File: config.mk
export PLATFORM = sky130hd
export DESIGN_NAME = wb_arbiter
export DESIGN_NICKNAME = d
export VERILOG_FILES = /design/src/rtl/wb_arbiter.sv
export SDC_FILE = /design/constraint.sdc
export NUM_CORES = 1
export LEC_CHECK = 0
export BUFFER_PORTS_ARGS = -buffer_cell sky130_fd_sc_hd__buf_2
export CAP_MARGIN = 0
export CORE_ASPECT_RATIO = 1.25
export CORE_UTILIZATION = 35
export CTS_CLUSTER_SIZE = 24
export DETAILED_ROUTE_END_ITERATION = 10
export PLACE_DENSITY = 0.65
export SETUP_SLACK_MARGIN = 0.02
export SYNTH_ARGS = -nofsm -noshare
export SYNTH_HDL_FRONTEND = slang
export SYNTH_SLANG_ARGS = --single-unit
File: constraint.sdc
create_clock -name clk -period 1.87 [get_ports clk]
set_input_delay 0.2805 -clock clk [delete_from_list [all_inputs] [get_ports clk]]
set_output_delay 0.2805 -clock clk [all_outputs]
set_load 0.02 [all_outputs]
File: src/rtl/wb_arbiter.sv
// Write-back arbiter: merges ALU and load results onto the register-file write port,
// tracks outstanding loads, and reports source busy flags. Optional macro: WB_BYPASS_EN.
module wb_arbiter #(
    parameter int XLEN = 32,
    parameter int NREG = 32,
    localparam int RW = $clog2(NREG)
) (
    input  logic            clk,
    input  logic            rst_n,
    input  logic            alu_valid,
    output logic            alu_ready,
    input  logic [RW-1:0]   alu_rd,
    input  logic [XLEN-1:0] alu_data,
    input  logic            lsu_valid,
    output logic            lsu_ready,
    input  logic [RW-1:0]   lsu_rd,
    input  logic [XLEN-1:0] lsu_data,
    input  logic            ld_issue,
    input  logic [RW-1:0]   ld_rd,
    input  logic [RW-1:0]   rs1,
    input  logic [RW-1:0]   rs2,
    output logic            rs1_busy,
    output logic            rs2_busy,
`ifdef WB_BYPASS_EN
    output logic            fwd1_valid,
    output logic [XLEN-1:0] fwd1_data,
    output logic            fwd2_valid,
    output logic [XLEN-1:0] fwd2_data,
`endif
    output logic            reg_write,
    output logic [RW-1:0]   rd,
    output logic [XLEN-1:0] rslt_data
);

    localparam logic [RW-1:0] ZERO_IDX = {RW{1'b0}};

    logic            skid_full_r;
    logic [RW-1:0]   skid_rd_r;
    logic [XLEN-1:0] skid_data_r;
    logic [NREG-1:0] pending_r;

    logic            alu_xfer_s;
    logic            lsu_xfer_s;
    logic            sel_s;
    logic [RW-1:0]   sel_rd_s;
    logic [XLEN-1:0] sel_data_s;
    logic            skid_load_s;
    logic [NREG-1:0] pending_s;
    logic            inflight1_s;
    logic            inflight2_s;

    // Readies depend only on skid occupancy; reset forces them low.
    always_comb begin
        alu_ready  = rst_n & ~skid_full_r;
        lsu_ready  = rst_n & ~skid_full_r;
        alu_xfer_s = alu_valid & alu_ready;
        lsu_xfer_s = lsu_valid & lsu_ready;
    end

    // Write selection: a parked ALU result drains first, then LSU beats ALU.
    always_comb begin
        sel_s       = 1'b0;
        sel_rd_s    = skid_rd_r;
        sel_data_s  = skid_data_r;
        skid_load_s = 1'b0;
        if (skid_full_r) begin
            sel_s = 1'b1;
        end else if (lsu_xfer_s) begin
            sel_s       = 1'b1;
            sel_rd_s    = lsu_rd;
            sel_data_s  = lsu_data;
            skid_load_s = alu_xfer_s;
        end else if (alu_xfer_s) begin
            sel_s      = 1'b1;
            sel_rd_s   = alu_rd;
            sel_data_s = alu_data;
        end else begin
            sel_s = 1'b0;
        end
    end

    // Pending-load update; a same-cycle issue overrides the completing load.
    always_comb begin
        pending_s = pending_r;
        if (lsu_xfer_s && (lsu_rd != ZERO_IDX)) begin
            pending_s[lsu_rd] = 1'b0;
        end else begin
            pending_s = pending_s;
        end
        if (ld_issue && (ld_rd != ZERO_IDX)) begin
            pending_s[ld_rd] = 1'b1;
        end else begin
            pending_s = pending_s;
        end
        pending_s[0] = 1'b0;
    end

    // Skid buffer, scoreboard and registered write port.
    always_ff @(posedge clk) begin
        if (!rst_n) begin
            skid_full_r <= 1'b0;
            skid_rd_r   <= ZERO_IDX;
            skid_data_r <= {XLEN{1'b0}};
            pending_r   <= {NREG{1'b0}};
            reg_write   <= 1'b0;
            rd          <= ZERO_IDX;
            rslt_data   <= {XLEN{1'b0}};
        end else begin
            pending_r <= pending_s;
            if (skid_load_s) begin
                skid_full_r <= 1'b1;
                skid_rd_r   <= alu_rd;
                skid_data_r <= alu_data;
            end else if (skid_full_r) begin
                skid_full_r <= 1'b0;
            end
            reg_write <= sel_s && (sel_rd_s != ZERO_IDX);
            if (sel_s) begin
                rd        <= sel_rd_s;
                rslt_data <= sel_data_s;
            end
        end
    end

    // Source busy flags; with bypass the in-flight write is forwarded instead.
    always_comb begin
`ifdef WB_BYPASS_EN
        inflight1_s = 1'b0;
        inflight2_s = 1'b0;
        fwd1_valid  = (rs1 != ZERO_IDX) && reg_write && (rd == rs1);
        fwd2_valid  = (rs2 != ZERO_IDX) && reg_write && (rd == rs2);
        fwd1_data   = rslt_data;
        fwd2_data   = rslt_data;
`else
        inflight1_s = reg_write && (rd == rs1);
        inflight2_s = reg_write && (rd == rs2);
`endif
        if (rs1 != ZERO_IDX) begin
            rs1_busy = pending_r[rs1] || (skid_full_r && (skid_rd_r == rs1)) || inflight1_s;
        end else begin
            rs1_busy = 1'b0;
        end
        if (rs2 != ZERO_IDX) begin
            rs2_busy = pending_r[rs2] || (skid_full_r && (skid_rd_r == rs2)) || inflight2_s;
        end else begin
            rs2_busy = 1'b0;
        end
    end

endmodule

**Yosys cells after proc, flatten, opt, wreduce, memory -nomap -nowiden**

Index checks and enable logic that the tools add are counted.

- Equal/unequal tests: 4
- $lt $le $gt $ge: 6
- Bitwise operators: 7
- Reduce and logical (&&, ||, !) cells: 18
- Mux-type cells: 24

Operator list:

| cell | number |
|---|---|
| 32-bit two-way mux | 5 |
| 32-bit bitwise AND | 1 |
| 32-bit NOT | 1 |
| 32-bit OR | 1 |
| 5-bit nonzero test | 5 |
| 5-bit by 6-bit less-than comparator with 1-bit output, second input constant | 4 |
| 5-bit == test | 4 |
| 5-bit two-way mux | 3 |
| 1-bit two-way mux | 12 |
| 1-bit binary-select mux with 5-bit select | 2 |
| 1-bit demux with 5-bit select | 2 |
| 5-bit by 1-bit >= comparator with 1-bit output, second input constant | 2 |
| 1-bit logical AND | 9 |
| 1-bit logical OR | 4 |
| 1-bit bitwise AND | 3 |
| 1-bit NOT | 1 |

- Bits in registers: 108

**Longest topological paths before layout**

Gate-level depths: netlist of the first run.

- Depth after elaboration: 9
- Mapped depth: 8

**Least setup slack after synthesis of the first run**

Ideal clock, no wire load.

- Kind: input to output
- Start: in rs1[4]
- End: out rs1_busy
- Buffers on the path: 1
- Data required time: 1590 ps
- Setup slack: -68 ps
- Stages on the path: 6
- Arrival: 1658 ps
- Cells stage by stage: clkbuf_1 > xnor2_1 > nand4_1 > o22ai_1 > nor3_1 > nor3_1

- Longest elaborated chain between the ends: 5
- Elaborated cells between the ends (all ways): 10
- Those cells by class: 2 x eq/ne; 3 x mux; 5 x reduce/logical

RTL lines:

| element | line | text |
|---|---|---|
| start: declaration | 20 | `input logic [RW-1:0] rs1,` |
| 1-bit binary-select mux with 5-bit select or 5-bit == test (tied branches) | 139 | `rs1_busy = pending_r[rs1] \|\| (skid_full_r && (skid_rd_r == rs1)) \|\| inflight1_s;` |
| 1-bit two-way mux (implied by the code) or 1-bit logical AND (tied branches) | 139 |  |
| 1-bit logical OR (2 in series) | 139 |  |
| 1-bit two-way mux * | 138 | `if (rs1 != ZERO_IDX) begin` |
| end: declaration | 22 | `output logic rs1_busy,` |

Every way passes the cells marked *; elsewhere a longest branch is shown, timed or not. The select of a mux whose other input is x is not followed.

**Worst setup path after layout of the first run**

- Start: reg pending_r[19]
- End: out rs1_busy

- Longest elaborated chain between the ends: 5

RTL lines:

| element | line | text |
|---|---|---|
| start: declaration | 40 | `logic [NREG-1:0] pending_r;` |
| start signal: assignment | 104 | `pending_r <= {NREG{1'b0}};` |
| start signal: assignment | 109 | `pending_r <= pending_s;` |
| 1-bit binary-select mux with 5-bit select | 139 |  |
| 1-bit two-way mux (implied by the code) | 139 |  |
| 1-bit logical OR (2 in series) | 139 |  |
| 1-bit two-way mux | 138 |  |

No other way between the ends. The select of a mux whose other input is x is not followed.

==> impl_metrics.tcl, run 1 <==
set metrics [dict create \
    status "finished with violations" \
    violations "setup timing" \
    io-pin-count 136 \
    clkTransAtPathRegs_ns 0.08 \
    avgViaCountPerCell 5.10 \
    synth_edf_count 0 \
    drc_errors 0 \
    cpMaxStageDelayCell "mux4_2" \
    grt_max_degree 65 \
    num_vias 5439 \
    p_leak_nw 2.90 \
    post_cts_buffers 0 \
    finalPower_mw 5.20 \
    detailedPlace.worstSlack_ns -0.185 \
    clk_latency_ns 0.36 \
    critical-path-top-delay-family "multiplexers" \
    rsz0062_at_grt "true" \
    ant_nets 0 \
    fillers 1603 \
    place_congestion 0.877 \
    drt_pass1_iterations 4 \
    ir_drop_mv 0.390 \
    area_growth_pct 23.2 \
    worst-endpoint-arrival_ns 1.84 \
    finalHoldViolCount 0 \
    drive_above_1_share_pct 25.8 \
    grt_pass1_vias 5077 \
    relSlewSlack_pct 56.2 \
    skew_ns 0.0119 \
    synth.avg_cell_area_um2 7.80 \
    cts.sinks 107 \
    post-route-util_pct 44.6 \
    path_cells "mux4_2 > mux2_2 > nor4_2 > nor3_2 > buf_4" \
    initial_core_util_pct 36.2 \
    crit_buf_inv 1 \
    grt_pass1_wl_mm 25.4 \
    cts_tree "done" \
    end_kind "primary output" \
    grt_remaining_overflow 0 \
    ys_top_cells_by_count "204 x nand2_1, 107 x dfxtp_1, 70 x a21oi_1, 64 x o21ai_0, 48 x nor2_1" \
    synth_ff_type "dfxtp_1" \
    cts-buffers-inserted 9 \
    die-area_um2 16800 \
    clockBufferDepth 2 \
    wl_per_cell_um 14.9 \
    ys_seq_elements 107 \
    synth_area_leaders "dfxtp_1 38%, nand2_1 13%, mux2i_1 7.4%" \
    cap_violations 0 \
    period_share_pct 114 \
    synthCells 731 \
    slew_viol_final 0 \
    ys_types 45 \
    path_class "register to primary output" \
    yosysTopAreaCellShare_pct 37.6 \
    fin_tns_setup_ns -0.467 \
    power.density_nw_per_um2 740 \
    crit_path_max_incr_delay_ns 0.46 \
    die_w_um 116 \
    num_rows 51 \
    htreeDepth 3 \
    fmax_mhz 471 \
    worst_slack_ns -0.255 \
    track_usage_pct 19.5 \
    syn_area_um2 5700 \
    io_buffers 135 \
    synth-seq-area-share_pct 37.6 \
    drt-total-wl_mm 15.8 \
    crit_required_ns 1.59 \
    die_y_um 145 \
    finalCriticalPeriod_ns 2.12 \
    synth_most_common_cell "nand2_1" \
    syn-num-nets 825 \
    cts-root-buf "clkbuf_16" \
    core_area_um2 15800 \
    yosys_warnings 0 \
    drt_iter0_markers 358 \
    antenna_found_initial 1 \
    critPathLaunchType "register" \
    nets 942 \
    holdCritPathClass "input port to register" \
    postSynth.asyncResetShare_pct 0 \
    dp_hpwl_mm 11.3 \
    path_max_fanout 3 \
    worst_pin_slew_ns 0.658 \
    setup-violations-final 2 \
    yosys.area.top_type "dfxtp_1" \
]
-- cell type report --
cell class	count	area, µm²	share of cell area (%)
Timing Repair Buffer	167	996	14.2
Tap cell	212	265	3.78
Sequential cell	107	2160	30.8
Multi-Input combinational cell	560	3300	47.1
Antenna cell	1	2.50	0.0356
Inverter	3	11.3	0.160
Clock inverter	6	55.1	0.784
Clock buffer	10	229	3.26
-- cell usage in the layout (no fill, tap or decap), types with 4 or more instances in the layout --
master / Yosys / final
a22o_1: 5 / 5
buf_4: 6 / 28
xnor2_1: 12 / 12
o21a_1: 32 / 32
a211oi_1: 5 / 5
buf_2: 10 / 133
nor2_1: 48 / 48
clkbuf_16: 0 / 9
nand3_1: 11 / 11
mux4_2: 10 / 12
nand2b_1: 4 / 4
nand2_1: 204 / 204
buf_12: 0 / 6
o21ai_0: 64 / 64
a21oi_1: 70 / 70
dfxtp_1: 107 / 95
dfxtp_2: 0 / 11
mux2i_1: 42 / 42
nor2b_1: 5 / 5
nand3b_1: 4 / 4
xor2_1: 8 / 8
a22oi_1: 5 / 5
-- worst min-delay path: stages --
cell	delay (ns)
buf_2	0.10
nand2_1	0.05
a21oi_1	0.05
-- metal layers --
| metal | routed length, µm | vias up | global-route usage (%) |
|---|---|---|---|
| li1 | - | 2728 | - |
| met3 | 689 | 24 | 2.67 |
| met2 | 7940 | 141 | 33.7 |
| met4 | 340 | 0 | 8.30 |
| met1 | 6870 | 2546 | 24.1 |
| met5 | 0 | - | 0 |
-- cells by family (layout without fill, tap and decap cells) --
kind of cell              after synthesis  count (layout)  synth area share (%)
AOI/OAI and AO/OA                     187             187                  18.9
xor gates and xnor gates               20              20                  3.07
buffers and inverters                  64             186                  5.49
DFF                                   107             107                  37.6
muxes                                  58              58                  13.6
other                                   0               1                     0
and+or+nand+nor                       295             295                  21.4
-- worst paths after layout --
| check | from | to | slack (ns) | cells after the start |
|---|---|---|---|---|
| worst max register to register | skid_full_r$_SDFF_PN0_ | pending_r[8]$_SDFF_PN0_ | 0.30 | 6 |
| worst min register to register | skid_data_r[20]$_SDFFE_PN0P_ | skid_data_r[20]$_SDFFE_PN0P_ | 0.45 | 2 |
| worst min-delay path | alu_data[7] | skid_data_r[7]$_SDFFE_PN0P_ | 0.16 | 3 |
| worst max-delay path | pending_r[19]$_SDFF_PN0_ | rs1_busy | -0.25 | 5 |
-- state kept, by name, summed over array words and instances, names as in the netlist --
name	count
skid_data_r	32
pending_r	31
rd	5
rslt_data	32
skid_rd_r	5
reg_write	1
skid_full_r	1
-- per-stage QoR --
stage          area [µm²]  std cells  hold WS [ns]
2_1_floorplan        5710        731         0.397
3_3_place_gp         6670       1049         0.443
3_5_place_dp         6670       1049         0.447
4_1_cts              7010       1065         0.154
5_1_grt              7020       1065         0.168
6_report             7020       1066         0.162
-- power breakdown --
part | internal, mW | switching, mW | leakage, nW
registers | 2.36 | 0.0551 | 0.876
clock network | 0.935 | 0.948 | 0.140
logic | 0.390 | 0.512 | 1.88
total | 3.68 | 1.51 | 2.90
-- repair_timing --
action	CTS	global route
hold buffers	0	0
setup endpoints to repair	2	2
pin swaps	2	2
resized for setup	16	7
Power figures use the tool's default switching activity.
==> inputs of run 2 (changes only) <==
--- a/config.mk
+++ b/config.mk
@@ -7,11 +7,13 @@
 export LEC_CHECK = 0
 export BUFFER_PORTS_ARGS = -buffer_cell sky130_fd_sc_hd__buf_2
 export CAP_MARGIN = 0
+export CELL_PAD_IN_SITES_DETAIL_PLACEMENT = 1
+export CELL_PAD_IN_SITES_GLOBAL_PLACEMENT = 1
 export CORE_ASPECT_RATIO = 1.25
 export CORE_UTILIZATION = 35
 export CTS_CLUSTER_SIZE = 24
 export DETAILED_ROUTE_END_ITERATION = 10
-export PLACE_DENSITY = 0.65
+export PLACE_DENSITY = 0.82
 export SETUP_SLACK_MARGIN = 0.02
 export SYNTH_ARGS = -nofsm -noshare
 export SYNTH_HDL_FRONTEND = slang
==> impl_metrics.tcl, run 2 (synthesized netlist as in run 1, its figures left out) <==
set metrics [dict create \
    cpMaxStageDelayCell "dfxtp_1" \
    grt_remaining_overflow 0 \
    end_kind "primary output" \
    worst_slack_ns -0.348 \
    p_leak_nw 2.89 \
    r2r-end "pending_r[12]$_SDFF_PN0_" \
    reg_top3 "rslt_data x32, skid_data_r x32, pending_r x31" \
    path_max_fanout 3 \
    htreeDepth 3 \
    hold_slack_ns 0.165 \
    die_y_um 145 \
    area_growth_pct 22.9 \
    critical-path-top-delay-family "compound AO/OA/AOI/OAI gates" \
    initial_core_util_pct 36.2 \
    dp.cells 1050 \
    clk_latency_ns 0.36 \
    avgViaCountPerCell 5.34 \
    post_cts_buffers 0 \
    fmax_mhz 451 \
    crit_buf_inv 1 \
    final_cells 1066 \
    die-area_um2 16800 \
    grtUsageMet1_pct 26.2 \
    setup-violations-final 2 \
    cap_violations 0 \
    reg2reg_slack_ns 0.24 \
    wl_per_cell_um 17.2 \
    design_area_um2 7010 \
    grt_use_met3_pct 3.37 \
    num_vias 5691 \
    placed_area_um2 6670 \
    path_cells "mux2_2 > a221oi_2 > a2111oi_4 > o41ai_2 > nor3_2 > buf_4" \
    layout_common_cells "204 x nand2_1, 133 x buf_2, 97 x dfxtp_1" \
    hold_buffers 0 \
    drt-total-wl_mm 18.3 \
    grt_pass1_vias 5741 \
    violations "setup timing" \
    cts-root-buf "clkbuf_16" \
    cts_tree "done" \
    ir_drop_mv 0.342 \
    period_share_pct 119 \
    holdCritPathClass "input port to register" \
    grt_util_met2_pct 39.8 \
    dp_hpwl_mm 12.8 \
    relSlewSlack_pct 56.4 \
    crit_required_ns 1.59 \
    hold_start "alu_data[5]" \
    grt_pass1_wl_mm 29.1 \
    drt_iter0_markers 402 \
    multiInputGateArea_um2 3310 \
    finalHoldViolCount 0 \
    diodes 0 \
    path_class "register to primary output" \
    min_delay_worst_endpoint "skid_data_r[5]$_SDFFE_PN0P_" \
    ant_nets 0 \
    skew_ns 0.00558 \
    finalCriticalPeriod_ns 2.22 \
    cts.sinks 107 \
    status "finished with violations" \
    fillers 2014 \
    crit_path_max_incr_delay_ns 0.34 \
    worst-endpoint-arrival_ns 1.94 \
    grt-busiest-layer "met2" \
    antenna_found_initial 1 \
    io-pin-count 136 \
    rsz0062_at_grt "true" \
    worstReg2RegStart "skid_full_r$_SDFF_PN0_" \
    core_area_um2 15800 \
    cts-buffers-inserted 9 \
    ff2ff_path_depth 6 \
    place_congestion 0.863 \
    register_area_um2 2150 \
    grt_max_degree 66 \
    clkTransAtPathRegs_ns 0.08 \
    hold_depth 3 \
    num_rows 51 \
    critPathLaunchType "register" \
    nets 943 \
    io_buffers 135 \
    drc_errors 0 \
    post-route-util_pct 44.5 \
    worst_pin_slew_ns 0.653 \
    drive_above_1_share_pct 25.5 \
    slew_viol_final 0 \
    power.density_nw_per_um2 741 \
    clockBufferDepth 2 \
    die_w_um 116 \
    drt_pass1_iterations 4 \
    track_usage_pct 22.5 \
    final_common_cell "nand2_1" \
]
run 2: worst reg2reg max path: cells and delay by family (launching register included):
kind,cells,cell delay (ns)
AND/OR/NAND/NOR,3,0.64
buffers and inverters,1,0.15
flip-flops,1,0.36
AO/OA/AOI/OAI,2,0.34
run 2: layout make-up:
class / count / area share, %
tap: 212 / 3.79
inverter: 3 / 0.161
clock buffer: 10 / 3.27
timing repair buffer: 168 / 14.1
multi-input combinational: 560 / 47.2
clock inverter: 6 / 0.714
sequential: 107 / 30.7
run 2: where the power goes:
group | switching, mW | total [mW] | internal (mW) | leakage [nW]
clock | 0.930 | 1.85 | 0.923 | 0.135
sequential | 0.0596 | 2.42 | 2.36 | 0.874
combinational | 0.536 | 0.919 | 0.383 | 1.88
run 2: timing repair:
| action | CTS | global route |
|---|---|---|
| resized for setup | 15 | 6 |
| pin swaps | 2 | 1 |
| endpoints found under the setup margin | 2 | 2 |
run 2: worst max-delay path by stage:
stage	cells past startpoint	start	slack, ns	to
after CTS	6	pending_r[3]$_SDFF_PN0_	-0.32	rs1_busy
after global routing	6	pending_r[6]$_SDFF_PN0_	-0.41	rs1_busy
final	6	pending_r[3]$_SDFF_PN0_	-0.35	rs1_busy
after floorplan	6	rs2[2]	0.06	rs2_busy
after detailed placement	7	rs1[0]	-0.26	rs1_busy
after global placement	7	rs1[0]	-0.16	rs1_busy
run 2: metal layers:
metal	wire [µm]	vias to the layer above	share of wire (%)
met3	730	44	4.0
met2	9270	150	51
li1	-	2730	-
met4	546	0	3.0
met1	7760	2767	42
met5	0	-	0
run 2: through the flow:
stage | setup slack [ns] | TNS (ns) | power (mW)
after CTS | -0.324 | -0.597 | 5.24
final | -0.348 | -0.611 | 5.19
after global placement | -0.156 | -0.267 | 3.35
after floorplan | 0.0641 | 0 | 3.03
after detailed placement | -0.259 | -0.399 | 3.38
after global routing | -0.410 | -0.726 | 5.42
